## config.mk

```make
export PLATFORM = sky130hd
export DESIGN_NAME = bram_arbiter
export DESIGN_NICKNAME = d
export VERILOG_FILES = /design/src/rtl/bram_arbiter.sv
export SDC_FILE = /design/constraint.sdc
export NUM_CORES = 1
export LEC_CHECK = 0
export CAP_MARGIN = 20
export CORE_AREA = 2 2 105 107
export CTS_BUF_LIST = sky130_fd_sc_hd__clkbuf_8
export DETAILED_ROUTE_END_ITERATION = 8
export DIE_AREA = 0 0 107 109
export PLACE_DENSITY = 0.75
export SLEW_MARGIN = 20
export SYNTH_ARGS = -nofsm -noshare
export SYNTH_HDL_FRONTEND = slang
export SYNTH_SLANG_ARGS = --single-unit
```

## constraint.sdc

```tcl
create_clock -name clock -period 2.45 [get_ports clock]
set_input_delay 0.49 -clock clock [delete_from_list [all_inputs] [get_ports clock]]
set_output_delay 0.49 -clock clock [all_outputs]
set_load 0.01 [all_outputs]
```

## src/rtl/bram_arbiter.sv

```systemverilog
// Round-robin arbiter for the shared single-port block RAM, with a dump
// sequencer that streams a fixed address range out for the testbench writer.
//
// state | meaning
// ARB   | grant fetch/data requests, round-robin on contention
// DUMP  | one read per cycle from DUMP_FIRST up to DUMP_LAST
// DRAIN | no access; last dump word is presented, then back to ARB
module bram_arbiter #(
  parameter int unsigned RAM_WIDTH  = 32,
  parameter int unsigned DUMP_FIRST = 0,
  parameter int unsigned DUMP_LAST  = 65535
) (
  input  logic                 clock,
  input  logic                 reset_n,
  input  logic                 if_req,
  input  logic [15:0]          if_addr,
  output logic                 if_ack,
  output logic                 if_rvalid,
  output logic [RAM_WIDTH-1:0] if_rdata,
  input  logic                 d_req,
  input  logic                 d_we,
  input  logic [15:0]          d_addr,
  input  logic [RAM_WIDTH-1:0] d_wdata,
  output logic                 d_ack,
  output logic                 d_rvalid,
  output logic [RAM_WIDTH-1:0] d_rdata,
  input  logic                 dump_start,
  output logic                 dump_busy,
  output logic                 dump_valid,
  output logic [15:0]          dump_addr,
  output logic [RAM_WIDTH-1:0] dump_data,
  output logic                 dump_done,
  output logic                 ram_enable,
  output logic                 write_enable,
  output logic [15:0]          address,
  output logic [RAM_WIDTH-1:0] input_data,
  input  logic [RAM_WIDTH-1:0] output_data
);

  typedef enum logic [1:0] {ARB, DUMP, DRAIN} state_t;

  // 17 bits so that DUMP_LAST = 65535 is reached without the pointer wrapping
  localparam logic [16:0] FIRST_P = 17'(DUMP_FIRST);
  localparam logic [16:0] LAST_P  = 17'(DUMP_LAST);

  state_t      state_q, state_d;
  logic        prio_d_q, prio_d_d;
  logic        if_pend_q, if_pend_d;
  logic        d_pend_q, d_pend_d;
  logic [16:0] ptr_q, ptr_d;
  logic        dvalid_q, dvalid_d;
  logic [15:0] daddr_q, daddr_d;
  logic        dlast_q, dlast_d;

  always_ff @(posedge clock or negedge reset_n) begin
    if (!reset_n) begin
      state_q   <= ARB;
      prio_d_q  <= 1'b0;
      if_pend_q <= 1'b0;
      d_pend_q  <= 1'b0;
      ptr_q     <= '0;
      dvalid_q  <= 1'b0;
      daddr_q   <= '0;
      dlast_q   <= 1'b0;
    end else begin
      state_q   <= state_d;
      prio_d_q  <= prio_d_d;
      if_pend_q <= if_pend_d;
      d_pend_q  <= d_pend_d;
      ptr_q     <= ptr_d;
      dvalid_q  <= dvalid_d;
      daddr_q   <= daddr_d;
      dlast_q   <= dlast_d;
    end
  end

  always_comb begin
    state_d      = state_q;
    prio_d_d     = prio_d_q;
    ptr_d        = ptr_q;
    if_pend_d    = 1'b0;
    d_pend_d     = 1'b0;
    dvalid_d     = 1'b0;
    daddr_d      = daddr_q;
    dlast_d      = 1'b0;
    if_ack       = 1'b0;
    d_ack        = 1'b0;
    ram_enable   = 1'b0;
    write_enable = 1'b0;
    address      = '0;
    input_data   = '0;

    case (state_q)
      ARB: begin
        if (dump_start) begin
          state_d = DUMP;
          ptr_d   = FIRST_P;
        end else if (if_req && (!d_req || !prio_d_q)) begin
          if_ack     = 1'b1;
          ram_enable = 1'b1;
          address    = if_addr;
          if_pend_d  = 1'b1;
          prio_d_d   = 1'b1;
        end else if (d_req) begin
          d_ack        = 1'b1;
          ram_enable   = 1'b1;
          write_enable = d_we;
          address      = d_addr;
          input_data   = d_wdata;
          d_pend_d     = !d_we;
          prio_d_d     = 1'b0;
        end
      end
      DUMP: begin
        ram_enable = 1'b1;
        address    = ptr_q[15:0];
        ptr_d      = ptr_q + 17'd1;
        dvalid_d   = 1'b1;
        daddr_d    = ptr_q[15:0];
        if (ptr_q == LAST_P) begin
          dlast_d = 1'b1;
          state_d = DRAIN;
        end
      end
      DRAIN: state_d = ARB;
      default: state_d = ARB;
    endcase

    // combinational outputs must read zero for the whole time reset is held
    if (!reset_n) begin
      if_ack       = 1'b0;
      d_ack        = 1'b0;
      ram_enable   = 1'b0;
      write_enable = 1'b0;
      address      = '0;
      input_data   = '0;
    end
  end

  assign if_rvalid  = if_pend_q;
  assign if_rdata   = if_pend_q ? output_data : '0;
  assign d_rvalid   = d_pend_q;
  assign d_rdata    = d_pend_q ? output_data : '0;
  assign dump_busy  = (state_q != ARB);
  assign dump_valid = dvalid_q;
  assign dump_addr  = daddr_q;
  assign dump_data  = dvalid_q ? output_data : '0;
  assign dump_done  = dvalid_q & dlast_q;

endmodule
```

==> flow_summary.ini <==
[pwr]
power_density_of_the_placed_cells_nw_per_um2 = 378
total_power_w = 0.00221
vdd_drop_max_v = 0.000291
power_leakage_nw = 2.68

[yosys]
yosys.area.top_type_share = 0.338
synth.yosys.warnings = 0
postSynthNetCount = 484
postSynthCellCount = 380
synthMostInstantiatedCell = sky130_fd_sc_hd__and2_1
syn-mean-instance-area_sq_um = 7.78
synth_flop_cell = sky130_fd_sc_hd__dfrtp_1
synthTopCellsByCount = sky130_fd_sc_hd__and2_1, sky130_fd_sc_hd__nand2_1, sky130_fd_sc_hd__and3_1
yosys.area_share.simple = 0.450
synth_compound_gate_area_share = 0.148
synthDistinctLibCells = 37
yosys_register_bits = 40
combinational_family_with_the_most_area_after_synthesis = simple AND/OR/NAND/NOR gates
synth_sequential_area_ratio = 0.338
most_area_hungry_cell_type_in_the_yosys_netlist = sky130_fd_sc_hd__dfrtp_1
synth.mux.area_fraction = 0
synth_enable_flop_cells = 0
synthAdderAreaFrac = 0.00846
mappedNetlistArea_sq_um = 2960
dominant_cells_by_area_after_synthesis = sky130_fd_sc_hd__dfrtp_1, sky130_fd_sc_hd__and2_1, sky130_fd_sc_hd__and3_1
synthArstFlopShare = 1.00
synth-xor-area-share = 0

[floorplanning]
floorplan.io_pins = 271
die_y_um = 109
floorplan.die_area_sq_um = 11700
row_count = 38
initial_core_util = 0.279
placeableCoreArea_sq_um = 10600
die_width_um = 107

[timing]
maxSlewHeadroom = 0.775
min_period_over_period = 0.955
finalHoldViolCount = 0
skew_ns = 0.0122
max_clock_freq_mhz = 427
report.final.slew_viol_count = 0
setup_viol_count_final = 0
rsz0062_at_grt = false
setup_slack_ns = 0.110
layout_min_cycle_time_ns = 2.34
transition_time_at_the_pin_with_the_least_slew_margin_ns = 0.338

[critical_path]
critical_path.max_stage_delay_ns = 0.55
worstPathArrival_ns = 1.85
path_delay_family = buffers and inverters
crit_type = reg -> out
worst-path-max-fanout = 7
worst_ep_required_time_ns = 1.96
worstPathCellList = buf_4 -> nand2b_1 -> buf_4 -> a21oi_1 -> clkdlybuf4s50_1
end_kind = output port
worstSetupStartpointType = flop
crit_top_cell = sky130_fd_sc_hd__buf_4
cp.buffers_inverters = 3
worst_path_max_delay_cell = sky130_fd_sc_hd__clkdlybuf4s50_1

[grt]
grt_first_pass_wirelength_um = 19000
gr-total-overflow = 0
number_of_global_route_vias_before_repair = 3570
maximum_number_of_pins_on_one_net_before_global_route_repair = 50
antenna_found_initial = 3
global_route.usage.total = 0.205

[final_layout]
final-instance-count-excl-fill = 792
fraction_of_layout_cells_with_a_size_suffix_above_1 = 0.120
syn_to_final_growth_pct = 97.7
fillers = 993
final_util = 0.552
layout.nets = 753

[clock_tree]
clock_tree.htree_level_count = 2
tritoncts_num_sinks = 40
ctsRootBufferMaster = sky130_fd_sc_hd__clkbuf_8
tritoncts = built
cts_hold_repair.buffers = 0
worstSkewPairLatency_ns = 0.30
cts-buffers-inserted = 5
clk_path_buf_depth = 2
clk_pin_slew_worst_paths_ns = 0.08

[placed_design]
dp_hpwl_um = 10100
gpl.final_weighted_congestion = 0.802
portBuffers = 270
worst_setup_slack_post_dpl_ns = -0.466
placed_cells = 776

[run]
maxCapViolCount = 0

[drt]
detailed_routing_wirelength_on_met1_um = 4970
remaining_drc_errors = 0
met2_wl_post_dr_um = 6630
dr.pass1.iters = 6
via_count = 3799
detail_route.wl_per_cell_um = 16.0
met3WireLength_um = 991
drt-initial-drc-count = 339
routed.top_layer = met5
detail_route.vias_per_cell = 4.80
detail-route-antenna-nets = 0
detail_route.wirelength_um = 12700

[run_status]
run_status = finished, final reports clean

[min_path]
kind_of_path_behind_the_tightest_hold_check = in -> async
==> layout by cell type (no fill, tap or decap), types with 2 or more instances in the layout <==
cell type	synthesis	routed
sky130_fd_sc_hd__clkbuf_8	0	5
sky130_fd_sc_hd__o21ba_2	2	2
sky130_fd_sc_hd__o21bai_1	2	2
sky130_fd_sc_hd__nand2b_1	3	3
sky130_fd_sc_hd__and2_1	102	102
sky130_fd_sc_hd__buf_12	0	2
sky130_fd_sc_hd__buf_6	1	2
sky130_fd_sc_hd__buf_4	0	20
sky130_fd_sc_hd__and3_1	41	39
sky130_fd_sc_hd__dfrtp_1	40	40
sky130_fd_sc_hd__dlygate4sd2_1	0	21
sky130_fd_sc_hd__nand2_1	57	57
sky130_fd_sc_hd__a21oi_1	8	8
sky130_fd_sc_hd__nand3_1	5	5
sky130_fd_sc_hd__o31ai_1	2	2
sky130_fd_sc_hd__clkdlybuf4s50_1	0	215
sky130_fd_sc_hd__diode_2	0	2
sky130_fd_sc_hd__ha_1	2	2
sky130_fd_sc_hd__nand4_1	3	3
sky130_fd_sc_hd__a222oi_1	16	16
sky130_fd_sc_hd__inv_1	4	4
sky130_fd_sc_hd__clkbuf_2	0	29
sky130_fd_sc_hd__a22o_1	2	2
sky130_fd_sc_hd__nor3_1	2	2
sky130_fd_sc_hd__nor2_1	21	21
sky130_fd_sc_hd__and3_4	0	2
sky130_fd_sc_hd__a31oi_1	3	3
sky130_fd_sc_hd__buf_2	12	4
sky130_fd_sc_hd__o21ai_0	17	17
sky130_fd_sc_hd__clkinv_2	0	2
==> final cells by class <==
cell class	count	area, sq um	share of cell area
multi-input cells	302	1800	0.308
clock inverters	3	18.8	0.00321
repair buffers	295	2760	0.471
clock buffers	5	68.8	0.0118
well taps	140	175	0.0300
flip-flops and latches	40	1000	0.171
inverters	5	21.3	0.00364
diodes	2	5.00	0.000856
==> report_power, final <==
part           internal [W]  leakage (nW)  switching, W  total (W)
Combinational      0.000491          2.14      0.000327   0.000818
Sequential         0.000802         0.490      0.000157   0.000959
Clock              0.000198        0.0479      0.000232   0.000430
Total               0.00149          2.68      0.000716    0.00221
==> flip-flops by register name, indices dropped and copies added, names as in the netlist <==
name	flops
ptr_q	17
dump_addr	16
state_q	2
d_rvalid	1
dlast_q	1
dump_valid	1
if_rvalid	1
prio_d_q	1
==> metrics by stage <==
stage | instance area (sq um) | setup TNS [ns] | hold WS (ns)
2_1_floorplan | 2960 | 0 | 0.194
3_3_place_gp | 5840 | -17.82 | 0.464
3_5_place_dp | 5840 | -20.79 | 0.468
4_1_cts | 5960 | 0 | 0.181
5_1_grt | 5850 | 0 | 0.172
6_report | 5850 | 0 | 0.168
==> final timing paths <==
check                        startpoint           end  slack, ns  cells after the start
max                          state_q[1]    ram_enable       0.11                      5
min                             reset_n     ptr_q[15]       0.17                      2
max reg2reg                    ptr_q[0]     ptr_q[16]       0.63                      6
min reg2reg                dump_addr[7]  dump_addr[7]       0.48                      2
max in group asynchronous       reset_n    dump_valid       1.69                      3
min in group clock         dump_addr[7]  dump_addr[7]       0.48                      2
==> routing by layer <==
metal  track usage  vias to the layer above
li1              -                     1844
met1         0.255                     1761
met2         0.365                      180
met3        0.0424                       12
met4        0.0445                        2
met5             0                        -
==> repair_timing <==
action,CTS,global route
endpoints found under the setup margin,51,31
endpoints found under the hold margin,0,0
setup buffers,5,0
pin swaps,2,7
resized for setup,74,57
cloned,1,0
==> cells by family after synthesis <==
logic type,after synthesis
flip-flops,40
AND/OR/NAND/NOR,241
buffers and inverters,38
adder cells (fa/ha/maj),2
AO/OA/AOI/OAI,59
Power figures use the tool's default switching activity.
